[config.mk]
export PLATFORM = sky130hd
export DESIGN_NAME = rs232_tx_serialiser
export DESIGN_NICKNAME = d
export VERILOG_FILES = /design/src/rtl/rs232_tx_serialiser.sv
export SDC_FILE = /design/constraint.sdc
export NUM_CORES = 1
export LEC_CHECK = 0
export CAP_MARGIN = 20
export CORE_MARGIN = 5
export CORE_UTILIZATION = 62
export DETAILED_ROUTE_END_ITERATION = 6
export DONT_BUFFER_PORTS = 1
export PLACE_DENSITY = 0.78
export SYNTH_ARGS = -nofsm -noshare
export SYNTH_HDL_FRONTEND = slang
export SYNTH_SLANG_ARGS = --single-unit
[constraint.sdc]
create_clock -name clk -period 3.2 [get_ports clk]
set_clock_uncertainty 0.1 [all_clocks]
set_input_delay 0.48 -clock clk [delete_from_list [all_inputs] [get_ports clk]]
set_output_delay 0.48 -clock clk [all_outputs]
set_load 0.02 [all_outputs]
[src/rtl/rs232_tx_serialiser.sv]
// 8N1 UART transmitter fed by a 32-bit stb/ack stream.
// A small FIFO lets the producer burst several characters.
module rs232_tx_serialiser #(
    parameter int CLOCK_FREQUENCY = 50000000,
    parameter int BAUD_RATE       = 115200,
    parameter int DEPTH           = 4
) (
    input  logic        clk,
    input  logic        rst,
    input  logic [31:0] input_in,
    input  logic        input_in_stb,
    output logic        input_in_ack,
    output logic        tx
);

    localparam int CPB = CLOCK_FREQUENCY / BAUD_RATE;
    localparam int AW  = $clog2(DEPTH);
    localparam int BW  = (CPB > 1) ? $clog2(CPB) : 1;
    localparam logic [BW-1:0] BAUD_LAST = BW'(CPB - 1);
    localparam logic [AW:0]   FULL      = (AW+1)'(DEPTH);

    typedef enum logic [1:0] {
        IDLE,
        START,
        DATA,
        STOP
    } state_t;

    state_t        state;
    state_t        state_next;
    logic [BW-1:0] baud;
    logic [BW-1:0] baud_next;
    logic [7:0]    shift;
    logic [7:0]    shift_next;
    logic [2:0]    bit_cnt;
    logic [2:0]    bit_next;
    logic          tx_next;
    logic          bit_end;

    logic [7:0]    mem [DEPTH];
    logic [AW-1:0] wr_ptr;
    logic [AW-1:0] rd_ptr;
    logic [AW:0]   count;
    logic [AW:0]   count_next;
    logic          push;
    logic          pop;
    logic          ack_next;
    logic          unused_hi;

    assign unused_hi = ^input_in[31:8];

    assign push    = input_in_stb & input_in_ack;
    assign pop     = (state == IDLE) && (count != '0);
    assign bit_end = (baud == BAUD_LAST);

    assign count_next = count
                      + {{AW{1'b0}}, push}
                      - {{AW{1'b0}}, pop};

    // No back-to-back accepts; otherwise offer space left after this edge.
    assign ack_next = !push && (count_next != FULL);

    always_comb begin
        state_next = state;
        baud_next  = baud;
        shift_next = shift;
        bit_next   = bit_cnt;
        tx_next    = 1'b1;
        unique case (state)
            IDLE: begin
                tx_next = 1'b1;
                if (pop) begin
                    shift_next = mem[rd_ptr];
                    bit_next   = '0;
                    baud_next  = '0;
                    state_next = START;
                end
            end
            START: begin
                tx_next = 1'b0;
                if (bit_end) begin
                    baud_next  = '0;
                    state_next = DATA;
                end else begin
                    baud_next = baud + 1'b1;
                end
            end
            DATA: begin
                tx_next = shift[0];
                if (bit_end) begin
                    baud_next  = '0;
                    shift_next = {1'b0, shift[7:1]};
                    bit_next   = bit_cnt + 1'b1;
                    if (bit_cnt == 3'd7) begin
                        state_next = STOP;
                    end
                end else begin
                    baud_next = baud + 1'b1;
                end
            end
            STOP: begin
                tx_next = 1'b1;
                if (bit_end) begin
                    baud_next  = '0;
                    state_next = IDLE;
                end else begin
                    baud_next = baud + 1'b1;
                end
            end
            default: begin
                state_next = IDLE;
            end
        endcase
    end

    always_ff @(posedge clk) begin
        if (!rst) begin
            state        <= IDLE;
            baud         <= '0;
            shift        <= '0;
            bit_cnt      <= '0;
            tx           <= 1'b1;
            wr_ptr       <= '0;
            rd_ptr       <= '0;
            count        <= '0;
            input_in_ack <= 1'b0;
        end else begin
            state        <= state_next;
            baud         <= baud_next;
            shift        <= shift_next;
            bit_cnt      <= bit_next;
            tx           <= tx_next;
            count        <= count_next;
            input_in_ack <= ack_next;
            if (push) begin
                wr_ptr <= wr_ptr + 1'b1;
            end
            if (pop) begin
                rd_ptr <= rd_ptr + 1'b1;
            end
        end
    end

    always_ff @(posedge clk) begin
        if (push) begin
            mem[wr_ptr] <= input_in[7:0];
        end
    end

endmodule

; Word-level counts from Yosys, hierarchy flattened
; Memories as Yosys holds them, arrays and structs flattened. A register that Yosys moved wholly into a read port is not among the register bits.
; Index checks and enable logic that the tools add are counted.
[classes]
n_addsub = 6
n_eq_ne = 11
mux = 20
bitwise = 1
n_reduce_logical = 10
[op_table]
columns = operator, n
row1 = $mux 9, 2
row2 = $pmux 9 s2, 1
row3 = $mux 8, 2
row4 = $pmux 8 s2, 1
row5 = $mux 2, 7
row6 = $ne 2x2->1 const B, 5
row7 = $add 9x1->9 const B, 1
row8 = $eq 9x9->1 const B, 1
row9 = $pmux 2 s4, 1
row10 = $mux 3, 2
row11 = $pmux 3 s2, 1
row12 = $reduce_and 5->1, 1
row13 = $add 2x1->2 const B, 2
row14 = $eq 2x2->1 const B, 2
row15 = $add 3x1->3, 1
row16 = $add 3x1->3 const B, 1
row17 = $eq 3x3->1 const B, 1
row18 = $ne 3x3->1 const B, 1
row19 = $pmux 1 s3, 1
row20 = $reduce_and 3->1, 1
row21 = $reduce_bool 3->1, 1
row22 = $reduce_or 3->1, 1
row23 = $sub 3x1->3, 1
row24 = $eq 2x1->1 const B, 1
row25 = other kinds (7), 9
[word_totals]
reg_bits = 31
ram_bits = 32
input_bits = 35
out_inout_bits = 2
wordCells = 58
mem_count = 1
[mem_list]
columns = memory, depth, word_bits, read_ports, rd_clocked_by_memory_dff, write_ports, line
row1 = mem, 4, 8, 1, 1, 1, 40  ; logic [7:0] mem [DEPTH];

; Logic depth before layout (Yosys ltp)
[logic_depth]
ltp_word = 5
depth_mapped = 12
depth_no_buf = 11

; Worst setup path after synthesis
; Ideal clock, no wire load.
[synth_timing]
path_type = register -> register
from = reg state[0]
to = reg input_in_ack
setup_time_ns = 0.122
arrival_ns = 2.285
required_time_ns = 2.978
setup_slack_ns = 0.693
path_stages_with_launch = 13
path_buffers = 1
period_less_slack_ns = 2.507
cell_sequence = dfxtp_1 > inv_1 > ha_1 > buf_6 > o31a_2 > ha_1 > inv_1 > ha_1 > inv_1 > fa_1 > xor2_1 > xnor2_1 > o311a_1
[synth_via]
elab_chain_cells = 5
[synth_rtl]
columns = item, line
row1 = "start, declared", 29  ; state_t state;
row2 = "start signal, assigned", 128  ; state <= state_next;
row3 = $logic_not 2->1, 53  ; assign pop = (state == IDLE) && (count != '0);
row4 = $logic_and 1x1->1, 53
row5 = named net pop, 46  ; logic pop;
row6 = $sub 3x1->3, 58  ; - {{AW{1'b0}}, pop};
row7 = $ne 3x3->1, 61  ; assign ack_next = !push && (count_next != FULL);
row8 = $logic_and 1x1->1, 61
row9 = "end signal, assigned", 134  ; input_in_ack <= ack_next;
row10 = "end, declared", 12  ; output logic input_in_ack,
; The timed path passes the listed nets, and every way through them passes these cells.
; A chain may end at the register's enable or synchronous reset.

; Worst setup path after layout
; Ends and elaborated chain as after synthesis.

==> key figures <==
Global routing
  • GRT overflow: 0
  • Global-route wire length before repair: 9080 um
  • Largest net degree at the start of global routing: 23
  • Antenna violations before repair: 0
  • All-layer global routing usage: 19.4%
  • Vias in the first global route: around 1900

Place
  • RD Place Congestion: about 0.78
  • Hpwl dp: 3660 um
  • Buffers added on ports: 0
  • Cell count after placement: 269
  • Dpl cell area: 0.00295 mm^2

Floorplan
  • Die Ht: a little under 80 um
  • Die area: 0.00621 mm^2
  • Boundary pin count: 37
  • Num rows: 25
  • Die Width: 78.8 um
  • Core box area: 0.00466 mm^2
  • Starting density of the core: 63.0%

Power
  • Max VDD drop: 0.606 mV
  • Pwr Density: slightly below 900 mW/mm^2
  • LEAKAGE: 1.14 nW

CTS
  • Postcts setup bufs: 0
  • Root buf cell: clkbuf_8
  • Clk sink count: 65
  • Clock Tree Buf Depth: 2
  • Worst-path clk slew: 0.07 ns
  • CTS tree: done
  • Num CTS Buffers: 9
  • Hold_buf cts: 0
  • H-tree Lvls: 3
  • Skew-Pair Late Insertion Delay: 0.34 ns
  • Post_cts resized: 0

Final layout
  • Fin area: roughly 0.0031 mm^2
  • Storage cell area: 0.00162 mm^2
  • Multi-input logic area: ~0.0012 mm^2
  • Final Non-Filler Cells: 285
  • Final #Nets: 277
  • Fillers: 337
  • Layout cells sized above 1: 19.0%
  • Synth-to-Final Area Change: 6.27%
  • Final antenna diode count: 0

Route
  • Final WL: 5250 um
  • Routed vias/inst: ~6.3
  • Initial drt markers: 178
  • DRC violations left: 0
  • Via count: 1790
  • First-pass DRT Iterations: 7
  • Routed len/inst: 18.4 um
  • Routed Antenna Nets: 0

Synth
  • Synthesis-stage register bit count: 65
  • Post-Synthesis Cells: 223
  • Synth warn: 0
  • Top_reg_cell synth: dfxtp_1
  • Post-synth cell types: 46
  • Post-synthesis sequential area ratio: 55.3%
  • Syn Nets: 274
  • Post-synth EDFFs: 32
  • Synth Area per Inst: 13.2 um^2
  • Cell Area, Synth: 0.00293 mm^2
  • Asr flop ratio synth: 0%

Critical path
  • CP required: approximately 3.3 ns
  • Crit Path Max Fanout: 4
  • Crit-path max cell delay: 0.39 ns
  • Crit path DAT: 2.73 ns
  • Crit path capture type: flop
  • Type of origin of the critical path: flop
  • CP Class: flop to flop
  • Reg2reg setup slack: 0.59 ns
  • Worst Reg2Reg Path Length in Cells: 11
  • Crit-path slowest cell: dfxtp_1
  • Crit-path cells: inv_1 -> ha_1 -> o31a_2 -> ha_1 -> inv_1 -> ha_1 -> inv_1 -> fa_1 -> xor2_1 -> xnor2_1 -> o311a_1

Timing
  • Fin Hold WS: 0.131 ns
  • Final Critical Period: 2.61 ns
  • Fin crit share: 81.4%
  • Slew Limit Fails: 0
  • Slew @ Worst Pin: 0.648 ns
  • RSZ-0062 raised after global routing: false
  • Final hold violation count: 0
  • Fmax: 384 MHz
  • Setup TNS Final: 0 ns
  • Max transition margin: 56.6%
  • Final setup fails: 0

Status
  • Status: completed

Job
  • Number of max-cap violations: 0

Worst hold path
  • Hold path cells: 1
  • Worst Hold Class: input pin to flop
==> cell families after synthesis <==
family / count (synthesis) / synth area share [%]
AND/OR/NAND/NOR: 58 / 11.2
buffers and inverters: 20 / 3.62
XOR/XNOR: 5 / 1.49
flip-flops: 65 / 55.3
adder cells (fa/ha/maj): 16 / 7.08
multiplexers: 17 / 9.21
AO/OA/AOI/OAI: 42 / 12.1
==> flip-flops by register name (all words and copies together), names as in the netlist, named ones only <==
name,flops
state,2
shift,8
baud,9
bit_cnt,3
mem,32
wr_ptr,2
count,3
rd_ptr,2
input_in_ack,1
tx,1
==> synth_stat cells, types with 2 or more instances <==
cell type	instances	area share, %
clkbuf_1	3	0.38
edfxtp_1	32	33
and3_1	6	1.3
o21ai_0	2	0.34
mux2i_1	9	3.1
xor2_1	2	0.60
a31oi_1	2	0.43
o31a_2	2	0.68
o2bb2ai_1	4	1.2
buf_6	4	1.5
nor3_1	2	0.34
o221a_2	2	0.77
a21oi_1	12	2.0
and4_1	2	0.60
mux4_2	8	6.1
dfxtp_1	33	23
and2_1	6	1.3
buf_1	2	0.26
o211a_1	3	1.0
inv_1	10	1.3
nor2_1	11	1.4
xnor2_1	3	0.90
nand3_1	6	1.0
o31ai_2	6	2.6
ha_1	15	6.4
nand2_1	16	2.0
==> stage by stage <==
step                      power [mW]  setup WS, ns  utilization [%]
final                           2.72         0.595             66.9
after global routing            2.92         0.423             66.9
after CTS                       2.74         0.575             66.9
after detailed placement        2.14         0.592             63.2
after global placement          2.07         0.682             63.2
after floorplan                 1.97         0.693                -
==> final timing paths <==
path | startpoint | endpoint
min reg2reg | bit_cnt[1]$_SDFFE_PN0P_ | bit_cnt[1]$_SDFFE_PN0P_
max reg2reg | state[0]$_SDFFE_PN0P_ | input_in_ack$_SDFF_PN0_
min | rst | tx$_SDFF_PN1_
max | state[0]$_SDFFE_PN0P_ | input_in_ack$_SDFF_PN0_
==> where the power goes <==
part	total (mW)	switching (mW)	internal [mW]
Clock	0.599	0.320	0.279
Combinational	0.961	0.515	0.446
Sequential	1.16	0.144	1.02
==> layer usage <==
metal  routed length (um)  up-vias  track usage [%]
met5                    0        -                0
met3                  257        7             6.69
met1                 2230      900             22.9
met2                 2680       44             31.9
met4                   82        0             8.57
li1                     -      839                -
==> placed cells by master (no fill, tap or decap), types with 2 or more instances in the layout <==
cell type,n
buf_4,2
clkbuf_8,9
and2_1,6
o221a_2,2
dfxtp_1,33
a31oi_1,2
o21ai_0,2
inv_1,10
clkinvlp_4,2
o2bb2ai_1,4
xor2_1,2
o211a_1,3
xnor2_1,3
mux4_2,8
and4_1,2
and3_1,6
nor3_1,2
edfxtp_1,32
nand2_1,16
nor2_1,11
o31a_2,2
a21oi_1,12
mux2i_1,9
o31ai_2,6
nand3_1,6
clkinv_2,2
ha_1,15
==> worst max-delay path: cells and delay by family, from the launching register on <==
family	cells	cell delay [ns]
xor gates and xnor gates	2	0.32
AOI/OAI and AO/OA	2	0.45
DFF	1	0.39
buffers and inverters	3	0.21
adders and majority gates	4	1.03
==> cell type report <==
cell class                      count  area share (%)
Sequential cell                    65            52.0
Multi-Input combinational cell    138            38.7
Clock buffer                        9            3.97
Tap cell                           54            2.17
Clock inverter                      7            1.48
Inverter                           10            1.20
Timing Repair Buffer                2           0.482
Power figures use the tool's default switching activity.
